## config.mk

```make
export PLATFORM = sky130hd
export DESIGN_NAME = button_debouncer
export DESIGN_NICKNAME = d
export VERILOG_FILES = /design/src/rtl/button_debouncer.sv
export SDC_FILE = /design/constraint.sdc
export NUM_CORES = 1
export LEC_CHECK = 0
export ABC_AREA = 1
export CAP_MARGIN = 20
export CORE_AREA = 8 8 161 276
export DETAILED_ROUTE_END_ITERATION = 8
export DIE_AREA = 0 0 169 284
export PLACE_DENSITY = 0.6
export SYNTH_ARGS = -nofsm -noshare
export SYNTH_HDL_FRONTEND = slang
export SYNTH_SLANG_ARGS = --single-unit
```

## constraint.sdc

```tcl
create_clock -name i_clk -period 11.9 [get_ports i_clk]
set_clock_uncertainty 0.05 [all_clocks]
set_input_delay 1.19 -clock i_clk [delete_from_list [all_inputs] [get_ports i_clk]]
set_output_delay 1.19 -clock i_clk [all_outputs]
set_load 0.01 [all_outputs]
```

## src/rtl/button_debouncer.sv

```systemverilog
// button_debouncer
//   Conditions raw push-button pins into clean debounced levels and event strobes.
//   Per channel: 2-flop synchronizer with polarity normalisation, a stability-counter
//   debounce, registered press/release strobes and a one-shot long-press strobe.
// Ports
//   i_clk     : system clock
//   i_rst     : asynchronous, active-high reset
//   i_btn     : raw asynchronous button pins
//   o_state   : debounced level, 1 = pressed
//   o_press   : 1-cycle strobe on a debounced 0->1 change
//   o_release : 1-cycle strobe on a debounced 1->0 change
//   o_long    : 1-cycle strobe once a press has lasted HOLD_CYCLES
module button_debouncer #(
  parameter int unsigned     NBTN            = 7,
  parameter logic [NBTN-1:0] ACTIVE_LOW_MASK = 7'b0000001,
  parameter int unsigned     DEBOUNCE_CYCLES = 250000,
  parameter int unsigned     HOLD_CYCLES     = 25000000
) (
  input  logic            i_clk,
  input  logic            i_rst,
  input  logic [NBTN-1:0] i_btn,
  output logic [NBTN-1:0] o_state,
  output logic [NBTN-1:0] o_press,
  output logic [NBTN-1:0] o_release,
  output logic [NBTN-1:0] o_long
);

  localparam int unsigned DW = $clog2(DEBOUNCE_CYCLES);
  localparam int unsigned HW = $clog2(HOLD_CYCLES + 1);
  localparam logic [DW-1:0] DMAX = DW'(DEBOUNCE_CYCLES - 1);
  localparam logic [HW-1:0] HMAX = HW'(HOLD_CYCLES);

  logic [NBTN-1:0]         sync1_q, sync1_d;
  logic [NBTN-1:0]         sync2_q, sync2_d;
  logic [NBTN-1:0]         state_q, state_d;
  logic [NBTN-1:0]         press_q, press_d;
  logic [NBTN-1:0]         release_q, release_d;
  logic [NBTN-1:0]         long_q, long_d;
  logic [NBTN-1:0][DW-1:0] dcnt_q, dcnt_d;
  logic [NBTN-1:0][HW-1:0] hcnt_q, hcnt_d;

  // Register bank; reset leaves every channel in the released state.
  always_ff @(posedge i_clk or posedge i_rst) begin
    if (i_rst) begin
      sync1_q   <= '0;
      sync2_q   <= '0;
      state_q   <= '0;
      press_q   <= '0;
      release_q <= '0;
      long_q    <= '0;
      dcnt_q    <= '0;
      hcnt_q    <= '0;
    end else begin
      sync1_q   <= sync1_d;
      sync2_q   <= sync2_d;
      state_q   <= state_d;
      press_q   <= press_d;
      release_q <= release_d;
      long_q    <= long_d;
      dcnt_q    <= dcnt_d;
      hcnt_q    <= hcnt_d;
    end
  end

  // Next-state logic for synchronizer, debounce and hold counters.
  always_comb begin
    sync1_d   = i_btn ^ ACTIVE_LOW_MASK;
    sync2_d   = sync1_q;
    state_d   = state_q;
    press_d   = '0;
    release_d = '0;
    long_d    = '0;
    dcnt_d    = dcnt_q;
    hcnt_d    = hcnt_q;

    for (int i = 0; i < int'(NBTN); i++) begin
      // Any cycle of agreement restarts the stability window.
      if (sync2_q[i] == state_q[i]) begin
        dcnt_d[i] = '0;
      end else if (dcnt_q[i] == DMAX) begin
        state_d[i]   = sync2_q[i];
        dcnt_d[i]    = '0;
        press_d[i]   = sync2_q[i];
        release_d[i] = ~sync2_q[i];
      end else begin
        dcnt_d[i] = dcnt_q[i] + DW'(1);
      end

      // Hold counter saturates at HMAX so the long strobe fires once per press.
      if (!state_q[i]) begin
        hcnt_d[i] = '0;
      end else if (hcnt_q[i] != HMAX) begin
        hcnt_d[i] = hcnt_q[i] + HW'(1);
        long_d[i] = (hcnt_d[i] == HMAX);
      end
    end
  end

  assign o_state   = state_q;
  assign o_press   = press_q;
  assign o_release = release_q;
  assign o_long    = long_q;

endmodule

```

After elaboration in Yosys (flattened, before gate mapping) --
Cells that the tools add are included.
Operators by class: magnitude comparators 0, reductions and logical operators 7, multiply operators 0, multiplexer cells 70, equal/unequal tests 35, bitwise gates (word level) 15, shifts and indexed selects 0, div/mod/pow operators 0, $add $sub $neg 14
Operator list (number):
- two-way mux 25 bit | 14
- two-way mux 18 bit | 14
- adder 25 x 1 -> 25 bit (second input constant) | 7
- == test 25 bit (second input constant) | 7
- != test 25 bit (second input constant) | 7
- adder 18 x 1 -> 18 bit (second input constant) | 7
- == test 18 bit (second input constant) | 7
- two-way mux 1 bit | 42
- inverter 1 bit | 15
- != test 2 x 1 -> 1 bit (second input constant) | 7
- AND reduction 2 bit | 7
- == test 1 bit | 7
Storage, ports and cells: register bits 343, memories kept 0, memory bits (read-only) 0, output and inout port bits 28, memory bits (writable) 0, logic and storage cells 167, latch bits 0

Longest topological paths before layout --
depth after elaboration 4, mapped depth 12

Least setup slack after synthesis --
OpenSTA, ideal clock, no wires.
path kind register to output, start register state_q[1], in the netlist o_state[1], end output port o_state[1], stages on the path, launching flop included 1, arrival 0.464 ns, required time 10.660 ns, path buffers 0, slack 10.196 ns, path through dfrtp_1
RTL lines:
- start, declared | RTL line 35 | logic [NBTN-1:0] state_q, state_d;
- start signal, assigned | RTL line 56 | state_q <= state_d;
- end, declared | RTL line 22 | output logic [NBTN-1:0] o_state,
No word-level cell between the ends.

Worst setup path after layout --
start register state_q[5], in the netlist o_state[5], end output port o_state[5]
No word-level cell between the ends.

==> metrics.md <==
| Metric | Value |
|---|---|
| Status | `finished, final reports clean` |
| Clock power share | `0.477` |
| Fin worst setup slack | `9030 ps` |
| Global-route wire length before repair | `75,500 um` |
| WHS | `300 ps` |
| GRT overflow | `0` |
| CP Capture Type | `output port` |
| Netlist cell types | `36` |
| Synthesis-to-finish area growth | `11.3%` |
| Clk sinks | `between 300 and 400` |
| Crit-path cells | `clkdlybuf4s50_1` |
| Maxcap violations | `0` |
| Crit Path Max Fanout | `8` |
| Netlist Area Pre-Place | `around 19,000 um2` |
| CP peak stage delay | `600 ps` |
| Final std cells w/o fill | `about 3,300` |
| Net Count, Synth | `2,712` |
| Initial antenna violation count | `0` |
| Slowest cell on crit path | `clkdlybuf4s50_1` |
| # Post-CTS Setup Buffers | `0` |
| Crit path buf inv count | `1` |
| Max clock buf depth | `3` |
| Worst Path Arrival | `roughly 1600 ps` |
| Yosys Warn Count | `0` |
| RSZ-0062 raised after global routing | `no` |
| Tmin final | `2870 ps` |
| Final setup fails | `0` |
| Post-Place Cells | `3,255` |
| DP HPWL | `roughly 32,000 um` |
| Pleak | `9.42 nW` |
| DR DRC count | `0` |
| Register area share after synthesis | `0.448` |
| Final Hold Vio Count | `0` |
| Gpl congestion | `0.915` |
| Via count | `between 15,000 and 20,000` |
| Sum Neg Setup Slack | `0 ps` |
| Share of layout cells above drive strength 1 | `0.0495` |
| Core Util, Final | `0.524` |
| Via density per instance | `~5` |
| Cell Pwr Density | `110 nW/um2` |
| Drt wl/cell | `13.0 um` |
| Worst-skew pair later-pin latency | `530 ps` |
| Total Power | `about 2.3 mW` |
| DRT Wirelength | `43,100 um` |
| Multi-input gate area | `9160 um2` |
| Synthesis-stage register bit count | `343` |
| Final slew viol count | `0` |
| Antenna viol nets, final | `0` |
| Buffers on Ports | `36` |
| Clock root buffer | `clkbuf_16` |
| Peak VDD IR | `0.137 mV` |
| Worst-Margin Slew | `923 ps` |
| Drt first pass iters | `5` |
| IO Pins | `37` |
| Final layout net count | `2,774` |
| Flop pwr share | `0.503` |
| Psw | `0.518 mW` |
| Cts-stage hold buffer count | `0` |
| Critical path required time | `10,660 ps` |
| Drt initial violations | `847` |
| Int Power | `1.83 mW` |
| Largest net degree at the start of global routing | `169` |
| Core Footprint | `slightly above 40,000 um2` |
| Die Span X | `169 um` |
| # H-tree levels | `2` |
| Gr usage total | `0.185` |
| TritonCTS buffer count | `37` |
| Switching share of power | `0.221` |
| Cells after synthesis | `2,682` |
| Max Fclk | `0.348 GHz` |
| Clock transition at path regs | `approximately 60 ps` |
| Starting density of the core | `0.471` |
| Setup crit start kind | `flop` |
| FILL cells | `between 4,000 and 5,000` |
| N_diodes | `0` |
| Fin area | `around 21,000 um2` |
| Placement Cell Area | `20,200 um2` |
| Die height | `284 um` |
| Storage cell area | `between 8000 and 9000 um2` |
| Combinational Power Share | `0.020` |
| CP Class | `flop to output port` |
| Post-CTS Resized | `0` |
| CTS tree | `built` |
| Setup WS pre-CTS | `8530 ps` |
| Headroom to the max-slew limit | `0.385` |
| Die area | `between 40,000 and 50,000 um2` |
| Worst path top cell family by delay | `buffers and inverters` |
| Period utilization | `0.241` |
| Syn Area/Cell | `7.14 um2` |
| FP Rows | `between 90 and 100` |
| Hold Path Class | `flop to flop` |
| Vias in the first global route | `16,800` |
synth_stat cells:
library cell,instances,area share
nand2_1,730,0.14
nor2_1,506,0.099
inv_1,352,0.069
dfrtp_1,343,0.45
nand3_1,202,0.053
a21oi_1,112,0.029
nor3_1,66,0.017
nand4_1,61,0.020
o21ai_0,51,0.013
xor2_1,43,0.020
nand3b_1,36,0.014
nor2_2,26,0.0085
ha_1,21,0.014
nor2_4,19,0.011
nor3b_1,17,0.0067
nand2_2,16,0.0052
xnor2_1,16,0.0073
clkbuf_1,14,0.0027
nor4_1,10,0.0033
inv_2,8,0.0016
o21bai_1,6,0.0024
a31oi_1,5,0.0016
and3_1,3,0.00098
nand2_4,3,0.0018
clkinv_1,2,0.00039
nor2_8,2,0.0021
nor3_2,2,0.0010
o21ai_1,2,0.00052
a21oi_2,1,0.00046
and2_1,1,0.00033
buf_2,1,0.00026
nand3_2,1,0.00052
o31ai_1,1,0.00039
or2_2,1,0.00033
or3_1,1,0.00033
xor2_2,1,0.00085
final timing paths:
path	slack, ps	end	cells after the start	from
setup / recovery	9030	o_state[5]	1	o_state[5]
hold / removal	300	sync2_q[1]	0	sync1_q[1]
setup reg to reg	9530	dcnt_q[100]	8	o_state[5]
hold reg to reg	300	sync2_q[1]	0	sync1_q[1]
max in group asynchronous	9200	hcnt_q[78]	3	i_rst
min in group asynchronous	1120	dcnt_q[70]	2	i_rst
power groups by stage:
| stage | Clock, mW | Sequential, mW | Combinational, mW |
|---|---|---|---|
| 6_report | 1.12 | 1.18 | 0.0472 |
| 5_1_grt | 1.20 | 1.18 | 0.0571 |
| 4_1_cts | 1.16 | 1.18 | 0.0503 |
| 3_5_place_dp | 0 | 1.20 | 0.0501 |
| 3_3_place_gp | 0 | 1.20 | 0.0495 |
| 2_1_floorplan | 0 | 1.20 | 0.0338 |
cells in the final DEF, fill, tap and decap left out, types with 26 or more instances in the layout:
cell and count:
a21oi_1 112, clkbuf_16 37, clkdlybuf4s50_1 36, dfrtp_1 343
inv_1 351, nand2_1 730, nand3_1 202, nand3b_1 36
nand4_1 61, nor2_1 506, nor2_2 26, nor3_1 66
o21ai_0 51, xor2_1 43
worst reg2reg max path, stage by stage, from the launching register on:
cell and delay [ps]:
dfrtp_1 510, clkinv_1 660, nor2_1 260, nor2_1 140
inv_1 70, nand2_1 260, inv_1 200, nand2_1 60
nor2_1 90
cell families (layout without fill, tap and decap cells):
logic type,Yosys count,in the layout,synth area share
adder cells (fa/ha/maj),21,21,0.0137
AND/OR/NAND/NOR,1703,1703,0.388
AO/OA/AOI/OAI,178,178,0.0479
XOR/XNOR,60,60,0.0278
buffers and inverters,377,462,0.0739
flip-flops,343,343,0.448
registers in the layout (all words and copies together), names as in the netlist:
name / count
dcnt_q: 126
sync2_q: 7
o_long: 7
sync1_q: 7
o_state: 7
hcnt_q: 175
o_press: 7
o_release: 7
cell type report:
type	count	area share
clock inverter	13	0.00634
tap	550	0.0323
multi-input combinational	1962	0.429
inverter	362	0.0641
timing repair buffer	38	0.0182
sequential	343	0.402
clock buffer	49	0.0474
metal layers:
layer / vias up / GRT usage / part of all wire
li1: 8584 / - / -
met4: 0 / 0.0728 / 0.034
met2: 232 / 0.355 / 0.54
met5: - / 0 / 0
met3: 105 / 0.0221 / 0.029
met1: 7715 / 0.200 / 0.40
Note: power is estimated with default switching activity, not from simulation.
